$ cat src/rtl/pipe_hazard_ctrl.sv
// Pipeline hazard controller: operand forwarding selects, load-use stall, MULT/DIV freeze
// sequencing and a saturating stall-cycle counter.
module pipe_hazard_ctrl #(
  parameter int unsigned MD_CYCLES = 4,
  parameter int unsigned CNT_W     = 32
) (
  input  logic             clk,
  input  logic             reset,
  input  logic [4:0]       id_rs_addr,
  input  logic [4:0]       id_rt_addr,
  input  logic             id_uses_rs,
  input  logic             id_uses_rt,
  input  logic             exe_rf_we,
  input  logic [4:0]       exe_rf_waddr,
  input  logic             exe_rf_data_sel,
  input  logic             exe_is_md,
  input  logic             mem_rf_we,
  input  logic [4:0]       mem_rf_waddr,
  input  logic             wb_rf_we,
  input  logic [4:0]       wb_rf_waddr,
  output logic             pc_we,
  output logic             iireg_we,
  output logic             iereg_we,
  output logic             id_bubble,
  output logic             exe_bubble,
  output logic [1:0]       fwd_rs_sel,
  output logic [1:0]       fwd_rt_sel,
  output logic             md_busy,
  output logic [CNT_W-1:0] stall_count
);

  localparam int unsigned MdCntW = (MD_CYCLES > 2) ? $clog2(MD_CYCLES) : 1;

  typedef enum logic [1:0] {StRun, StMdBusy, StMdDone} md_state_e;

  md_state_e         state_q, state_d;
  logic [MdCntW-1:0] cnt_q, cnt_d;
  logic [CNT_W-1:0]  stall_count_q;
  logic              md_freeze;
  logic              load_use;

  function automatic logic [1:0] fwd_sel(input logic [4:0] addr);
    if (addr == 5'd0) begin
      return 2'b00;
    end else if (exe_rf_we && !exe_rf_data_sel && exe_rf_waddr == addr) begin
      return 2'b01;
    end else if (mem_rf_we && mem_rf_waddr == addr) begin
      return 2'b10;
    end else if (wb_rf_we && wb_rf_waddr == addr) begin
      return 2'b11;
    end
    return 2'b00;
  endfunction

  always_comb begin
    state_d   = state_q;
    cnt_d     = cnt_q;
    md_freeze = 1'b0;
    unique case (state_q)
      StRun: begin
        if (exe_is_md) begin
          md_freeze = 1'b1;
          cnt_d     = MdCntW'(MD_CYCLES - 1);
          state_d   = StMdBusy;
        end
      end
      StMdBusy: begin
        md_freeze = 1'b1;
        if (cnt_q == MdCntW'(1)) begin
          state_d = StMdDone;
        end else begin
          cnt_d = cnt_q - MdCntW'(1);
        end
      end
      StMdDone: begin
        // md op is leaving EXE this cycle; exe_is_md must not retrigger.
        state_d = StRun;
      end
      default: state_d = StRun;
    endcase
  end

  assign load_use = exe_rf_we && exe_rf_data_sel && (exe_rf_waddr != 5'd0) &&
                    ((id_uses_rs && id_rs_addr == exe_rf_waddr) ||
                     (id_uses_rt && id_rt_addr == exe_rf_waddr));

  always_comb begin
    pc_we      = 1'b1;
    iireg_we   = 1'b1;
    iereg_we   = 1'b1;
    id_bubble  = 1'b0;
    exe_bubble = 1'b0;
    fwd_rs_sel = fwd_sel(id_rs_addr);
    fwd_rt_sel = fwd_sel(id_rt_addr);
    if (reset) begin
      pc_we      = 1'b0;
      iireg_we   = 1'b0;
      iereg_we   = 1'b0;
      fwd_rs_sel = 2'b00;
      fwd_rt_sel = 2'b00;
    end else if (md_freeze) begin
      pc_we      = 1'b0;
      iireg_we   = 1'b0;
      iereg_we   = 1'b0;
      exe_bubble = 1'b1;
    end else if (load_use) begin
      pc_we     = 1'b0;
      iireg_we  = 1'b0;
      id_bubble = 1'b1;
    end
  end

  always_ff @(posedge clk or posedge reset) begin
    if (reset) begin
      state_q       <= StRun;
      cnt_q         <= '0;
      stall_count_q <= '0;
    end else begin
      state_q <= state_d;
      cnt_q   <= cnt_d;
      if (!pc_we && stall_count_q != {CNT_W{1'b1}}) begin
        stall_count_q <= stall_count_q + CNT_W'(1);
      end
    end
  end

  assign md_busy     = (state_q == StMdBusy);
  assign stall_count = stall_count_q;

endmodule

$ cat config.mk
export PLATFORM = sky130hd
export DESIGN_NAME = pipe_hazard_ctrl
export DESIGN_NICKNAME = d
export VERILOG_FILES = /design/src/rtl/pipe_hazard_ctrl.sv
export SDC_FILE = /design/constraint.sdc
export NUM_CORES = 1
export LEC_CHECK = 0
export BUFFER_PORTS_ARGS = -buffer_cell sky130_fd_sc_hd__buf_4
export CAP_MARGIN = 20
export CORE_MARGIN = 2
export CORE_UTILIZATION = 56
export CTS_BUF_LIST = sky130_fd_sc_hd__clkbuf_2
export CTS_CLUSTER_SIZE = 12
export DETAILED_ROUTE_END_ITERATION = 7
export MAX_ROUTING_LAYER = met4
export PLACE_DENSITY = 0.95
export SLEW_MARGIN = 40
export SYNTH_ARGS = -nofsm -noshare
export SYNTH_HDL_FRONTEND = slang
export SYNTH_SLANG_ARGS = --single-unit
$ cat constraint.sdc
create_clock -name clk -period 4.7 [get_ports clk]
set_input_delay 0.235 -clock clk [delete_from_list [all_inputs] [get_ports clk]]
set_output_delay 0.235 -clock clk [all_outputs]
set_load 0.05 [all_outputs]
### After elaboration in Yosys (flattened, before gate mapping)

Cells that the tools add are included.

| operators by class | value |
|---|---|
| $add $sub $neg | 2 |
| eq/ne operators | 14 |
| mux-type cells | 38 |
| reduce and logical (&&, ||, !) cells | 23 |

Operator list:

| operator | number |
|---|---|
| $eq A5 B5 Y1 | 8 |
| $add A32 B1 Y32 const B | 1 |
| $mux W2 | 16 |
| $ne A32 B32 Y1 const B | 1 |
| $mux W1 | 19 |
| $logic_and A1 B1 Y1 | 13 |
| $logic_not A5 Y1 | 2 |
| $pmux W2 S2 | 2 |
| $reduce_bool A5 Y1 | 1 |
| $eq A2 B1 Y1 const B | 2 |
| $ne A2 B2 Y1 const B | 2 |
| $reduce_and A3 Y1 | 1 |
| $logic_not A1 Y1 | 2 |
| $logic_not A2 Y1 | 1 |
| $ne A2 B1 Y1 const B | 1 |
| $pmux W1 S2 | 1 |
| $reduce_and A2 Y1 | 1 |
| $reduce_bool A2 Y1 | 1 |
| $sub A2 B1 Y2 const B | 1 |
| $logic_or A1 B1 Y1 | 1 |

| word-level totals | value |
|---|---|
| register bits after elaboration | 36 |
| bits of input ports | 34 |
| output and inout bits | 42 |
| word-level logic and storage cells | 80 |

### Logic depth before layout (Yosys ltp)

Gate-level depths: netlist of run 1.

| depth | value |
|---|---|
| depth in word-level cells | 9 |
| gate-level depth with buffers | 9 |
| mapped depth without buffers | 7 |

### Worst setup path before layout of run 1

Ideal clock, no wire load.

| timing path | value |
|---|---|
| kind | in2out |
| start | input reset |
| end | output pc_we |
| data arrival time | 2.719 ns |
| data required time | 4.465 ns |
| path slack | 1.746 ns |
| stages on the path | 4 |
| buffers on the path | 1 |
| cell sequence | inv_1 -> nand2_1 -> a21oi_1 -> buf_4 |

| on the way | value |
|---|---|
| word-level cells in the longest chain between the ends | 1 |

Ends and longest elaborated chain:

| item | RTL line | RTL |
|---|---|---|
| from (decl) | 8 | `input logic reset,` |
| $mux W1 | -- |  |
| to (decl) | 21 | `output logic pc_we,` |

Every way passes these cells.

### Final worst setup path of run 1

| timing path | value |
|---|---|
| start | register stall_count_q[0], in the netlist stall_count[0] |
| end | register stall_count_q[1], in the netlist stall_count[1] |

| on the way | value |
|---|---|
| word-level cells in the longest chain between the ends | 2 |
| elaborated cells on any way between the ends | 3 |
| those cells by class | add/sub (1); eq/ne (1); reduce/logical (1) |

Ends and longest elaborated chain:

| item | RTL line | RTL |
|---|---|---|
| from (decl) | 38 | `logic [CNT_W-1:0] stall_count_q;` |
| from (signal assigned) | 122 | `stall_count_q <= stall_count_q + CNT_W'(1);` |
| branches (longest 2 deep; another with $add A32 B1 Y32) | -- |  |

Several ways; the timed one is not identified.
A chain may end at the register's enable or synchronous reset.

==> results_dict.tcl, run 1 <==
set metrics [dict create \
    synth_enable_flop_cells 0 \
    post_cts_resized 0 \
    drc 0 \
    die-area_sq_um 4440 \
    end_kind "register" \
    synth.most_common_cell "xor2_1" \
    nets 349 \
    clockBufferDepth 2 \
    yosys-top-cells-count "xor2_1, dfrtp_1, nand2_1" \
    via_count 2088 \
    cp_cell_sequence "ha_1, nand3_2, or4_1, o32a_1, o21ai_4, mux2_1" \
    core_area_sq_um 3720 \
    drt_iter0_drc 108 \
    start_util 0.591 \
    antenna_found_initial 0 \
    ys_warn_count 0 \
    die_h_um 66.6 \
    cts.sinks 36 \
    syn_area_per_cell_sq_um 9.38 \
    crit_slowest_cell "or4_1" \
    crit_arrival_ns 2.96 \
    synth_flop_cell "dfrtp_1" \
    dp.cells 353 \
    netlist.area_leader.share 0.410 \
    dp_hpwl_um 4270 \
    syn_area_sq_um 2200 \
    synth_cells 234 \
    cts_made_buffers 5 \
    syn_nets 270 \
    crit_required_ns 4.99 \
    yosys-top-cells-area "dfrtp_1, xor2_1, nor3_1" \
    drv_cap 0 \
    synth.distinct_cells 35 \
    clkLatencyLatePin_ns 0.39 \
    drive_above_1_share 0.277 \
    cts_max_level 2 \
    leakage_nw 1.47 \
    post-route-min-period_ns 2.66 \
    clock.fmax_ghz 0.376 \
    ff_latch_area_sq_um 901 \
    instances_no_fill 362 \
    rsz0062_at_grt "false" \
    setup_tns_ns 0 \
    grt_pass1_wl_um 8960 \
    setup_violations 0 \
    tightestPinTransition_ns 0.682 \
    cp-start-kind "register" \
    ys_ff_latch 36 \
    cts-root-buf "clkbuf_2" \
    hold_violations 0 \
    irDropWorstVdd_mv 0.530 \
    relSlewSlack 0.544 \
    viasPerCell 5.77 \
    ys_seq_area_frac 0.410 \
    globalRouteOverflowTotal 0 \
    grt_pass1_vias 1951 \
    multi_input_area_sq_um 1230 \
    fin_crit_sh 0.567 \
    min_path_type "in2reg" \
    slew_violations 0 \
    ios 76 \
    rows 22 \
    gp_congestion 0.864 \
    outcome "finished, final reports clean" \
    wl_um 5550 \
    grt_max_degree 40 \
    antenna_cells 0 \
    p_per_area_nw_per_um2 387 \
    drtAntennaViolNets 0 \
    async_flop_share 1.00 \
    wl_per_cell_um 15.3 \
    pre_cts_ws_ns 2.06 \
    cp_max_fo 28 \
    port_buffers 75 \
    grt.total_usage 0.277 \
    skew_ns 0.0293 \
    drt-pass1-iter-count 4 \
    die_w_um 66.6 \
    yosys.area.top_type "dfrtp_1" \
    crit_buf_inv 0 \
    syn_to_final_growth_pct 30.5 \
    crit_family "simple AND/OR/NAND/NOR gates" \
    cpPeakStageDelay_ns 0.67 \
    path_class "reg2reg" \
    cts_tree "built" \
    clk_pin_slew_ns 0.19 \
    fin_ws_ns 2.04 \
    n_fill_cell 258 \
]
[what timing repair did]
item                      4_1_cts  5_1_grt
hold buffers                    1        0
hold endpoints to repair       36        0
setup buffers                   0        0
[worst paths after layout]
path | slack (ns) | startpoint | to | cells after the start
worst max-delay path | 2.04 | stall_count[0]$_DFFE_PP0P_ | stall_count[1]$_DFFE_PP0P_ | 6
max in group asynchronous | 3.87 | reset | stall_count[0]$_DFFE_PP0P_ | 4
worst max register to register | 2.04 | stall_count[0]$_DFFE_PP0P_ | stall_count[1]$_DFFE_PP0P_ | 6
worst min register to register | 0.50 | stall_count[23]$_DFFE_PP0P_ | stall_count[23]$_DFFE_PP0P_ | 1
min in group asynchronous | 0.48 | reset | stall_count[8]$_DFFE_PP0P_ | 4
worst min-delay path | 0.33 | exe_is_md | state_q[0]$_DFFE_PP0P_ | 3
[per-layer routing]
metal  GRT usage  vias up  routed length, um
met3      0.0625       12                387
met2       0.456      106               2860
li1            -      969                  -
met1       0.329     1001               2200
met4       0.112        0                100
met5           -        -                  0
[logic make-up after synthesis]
| family | count (synthesis) | synth area share |
|---|---|---|
| and+or+nand+nor | 107 | 0.251 |
| xor gates and xnor gates | 61 | 0.243 |
| DFF | 36 | 0.410 |
| AOI/OAI and AO/OA | 15 | 0.0496 |
| buffers and inverters | 12 | 0.0296 |
| adders and majority gates | 2 | 0.0114 |
| muxes | 1 | 0.00513 |
[flip-flops by register name (all words and copies together) (netlist names)]
register / count
stall_count: 32
cnt_q: 2
state_q: 2
[layout make-up]
type | instances | share of cell area
clock inverter | 3 | 0.0148
sequential | 36 | 0.314
clock buffer | 5 | 0.00873
multi-input combinational | 186 | 0.429
tap | 48 | 0.0210
timing repair buffer | 77 | 0.203
inverter | 7 | 0.00917
[layout by cell type, fill, tap and decap left out, types with 5 or more instances in the layout]
cell      netlist  final
and3_1          8      8
buf_4           1     76
clkbuf_2        0      5
dfrtp_1        36     36
inv_1           7      7
nand2_1        22     22
nand3_1         6      6
nand4_1         7      7
nor2_1         21     21
nor3_1         17     17
nor4_1         11     11
xnor2_1         6      6
xor2_1         55     55
[worst reg2reg max path, stage by stage, from the launching register on]
cell     delay (ns)
dfrtp_1        0.48
ha_1           0.24
nand3_2        0.11
or4_1          0.67
o32a_1         0.43
o21ai_4        0.27
mux2_1         0.39
[power breakdown]
part           internal, W  switching (W)
Clock            0.0000889       0.000108
Combinational     0.000160       0.000331
Sequential        0.000360      0.0000630
[per-stage QoR]
stage	hold WS, ns	util	cell area [sq um]	power, W
4_1_cts	0.319	0.771	2870	0.00111
2_1_floorplan	0.422	-	2200	0.000763
6_report	0.328	0.771	2870	0.00111
5_1_grt	0.340	0.771	2870	0.00117
3_3_place_gp	0.382	0.750	2790	0.000888
3_5_place_dp	0.382	0.750	2790	0.000913
Power figures use the tool's default switching activity.
==> run 2: changes to the inputs <==
Settings changed: CORE_UTILIZATION 56 to 47, PLACE_DENSITY 0.95 to 0.88.
Clock period 4.7 ns to 2.3 ns, I/O delays scaled along.
==> results_dict.tcl, run 2 (synthesis results as in run 1) <==
set metrics [dict create \
    outcome "finished, final reports clean" \
    cts_made_buffers 5 \
    tightestPinTransition_ns 0.667 \
    clkLatencyLatePin_ns 0.40 \
    cpPeakStageDelay_ns 0.53 \
    power.share.switching 0.456 \
    power_frac_clock 0.125 \
    busiest_layer "met2" \
    use_met2 0.397 \
    post-route-min-period_ns 2.21 \
    cts_max_level 2 \
    die_w_um 72.4 \
    cts_tree "built" \
    grt_util_met3 0.0375 \
    drc 0 \
    die-area_sq_um 5230 \
    path_class "reg2reg" \
    rows 24 \
    slew_violations 0 \
    start_util 0.497 \
    leakage_nw 1.52 \
    p_seq_frac 0.362 \
    core_area_sq_um 4410 \
    layout_common_cells "buf_4, xor2_1, dfrtp_1" \
    viasPerCell 5.58 \
    fin_crit_sh 0.963 \
    ios 76 \
    syn_to_final_growth_pct 40.2 \
    nets 362 \
    setup_tns_ns 0 \
    via_count 2114 \
    cp_max_fo 7 \
    skew_ns 0.0264 \
    power_w 0.00237 \
    cts-root-buf "clkbuf_2" \
    postPlaceCellArea_sq_um 2960 \
    cp-start-kind "register" \
    drt_iter0_drc 109 \
    largest_reg_flops 32 \
    cts.sinks 36 \
    hold_violations 0 \
    grt.total_usage 0.243 \
    wl_um 6130 \
    fin_util 0.697 \
    setup_violations 0 \
    antenna_cells 0 \
    min_path_type "in2reg" \
    die_h_um 72.4 \
    grt_pass1_wl_um 9690 \
    grt_pass1_vias 2044 \
    clock.fmax_ghz 0.452 \
    p_per_area_nw_per_um2 769 \
    globalRouteOverflowTotal 0 \
    drtAntennaViolNets 0 \
    fin_area_sq_um 3080 \
    cp_cell_sequence "ha_4, nand3_2, or4_1, o32a_1, o21ai_4, buf_12, mux2_4" \
    pwr-share-comb 0.513 \
    crit_arrival_ns 2.51 \
    clockBufferDepth 2 \
    crit_required_ns 2.60 \
    grtUsageMet1 0.307 \
    gp_congestion 0.860 \
    power_switching_w 0.00108 \
    wl_per_cell_um 16.2 \
    drt-pass1-iter-count 4 \
    clk_pin_slew_ns 0.19 \
    end_kind "register" \
    drive_above_1_share 0.355 \
    grt_max_degree 39 \
    irDropWorstVdd_mv 0.680 \
    dp_hpwl_um 4530 \
    final_common_cell "buf_4" \
    hold_ws_ns 0.176 \
    crit_slowest_cell "or4_1" \
    relSlewSlack 0.554 \
    port_buffers 75 \
    antenna_found_initial 0 \
    drv_cap 0 \
    intPower_w 0.00129 \
]
==> run 2: cell types whose count changed in the layout (fill, tap and decap cells not counted), sizes merged <==
cell	delta
buf	+13
bufinv	-1
clkinv	+1
==> run 2: power by group through the flow <==
stage,Clock (W),Sequential (W),Combinational (W)
finish,0.000295,0.000858,0.00121
global route,0.000328,0.000875,0.00130
CTS,0.000302,0.000857,0.00116
detailed placement,0,0.000868,0.00116
global placement,0,0.000858,0.00113
floorplan,0,0.00110,0.000541
==> run 2: repair_timing <==
action | CTS | global route
setup buffers | 0 | 3
resized for setup | 0 | 4
hold buffers | 1 | 0
setup endpoints to repair | 0 | 13
endpoints found under the hold margin | 36 | 0
==> run 2: stage by stage <==
stage | std cells | setup slack, ns
after global placement | 367 | 0.137
after detailed placement | 367 | 0.0926
after global routing | 379 | -0.0591
after floorplan | 234 | -0.187
final | 379 | 0.0853
after CTS | 376 | 0.0407
==> run 2: cell type report <==
| type | count | area, sq um |
|---|---|---|
| well taps | 52 | 65.1 |
| inverters | 7 | 30.0 |
| multi-input cells | 186 | 1330 |
| flip-flops and latches | 36 | 907 |
| fillers | 330 | 1340 |
| repair buffers | 90 | 703 |
| clock inverters | 3 | 17.5 |
| clock buffers | 5 | 25.0 |
==> run 2: layer usage <==
metal,vias to the layer above,wire (um)
li1,997,-
met1,1028,2490
met2,75,3210
met3,14,312
met4,0,119
met5,-,0
==> run 2: path summary, 6_finish.rpt <==
check	start	endpoint	slack [ns]	depth (start not counted)
setup / recovery	stall_count[1]$_DFFE_PP0P_	stall_count[1]$_DFFE_PP0P_	0.09	7
hold / removal	exe_is_md	state_q[0]$_DFFE_PP0P_	0.18	3
setup reg to reg	stall_count[1]$_DFFE_PP0P_	stall_count[1]$_DFFE_PP0P_	0.09	7
hold reg to reg	stall_count[26]$_DFFE_PP0P_	stall_count[26]$_DFFE_PP0P_	0.51	1
max in group asynchronous	reset	stall_count[1]$_DFFE_PP0P_	1.56	4
min in group asynchronous	reset	stall_count[16]$_DFFE_PP0P_	0.38	4
==> run 2: critical path: cells and delay by family (launching register included) <==
| kind | cells | cell delay, ns |
|---|---|---|
| buffers and inverters | 1 | 0.16 |
| multiplexers | 1 | 0.29 |
| adder cells (fa/ha/maj) | 1 | 0.14 |
| AO/OA/AOI/OAI | 2 | 0.47 |
| AND/OR/NAND/NOR | 2 | 0.64 |
| flip-flops | 1 | 0.43 |
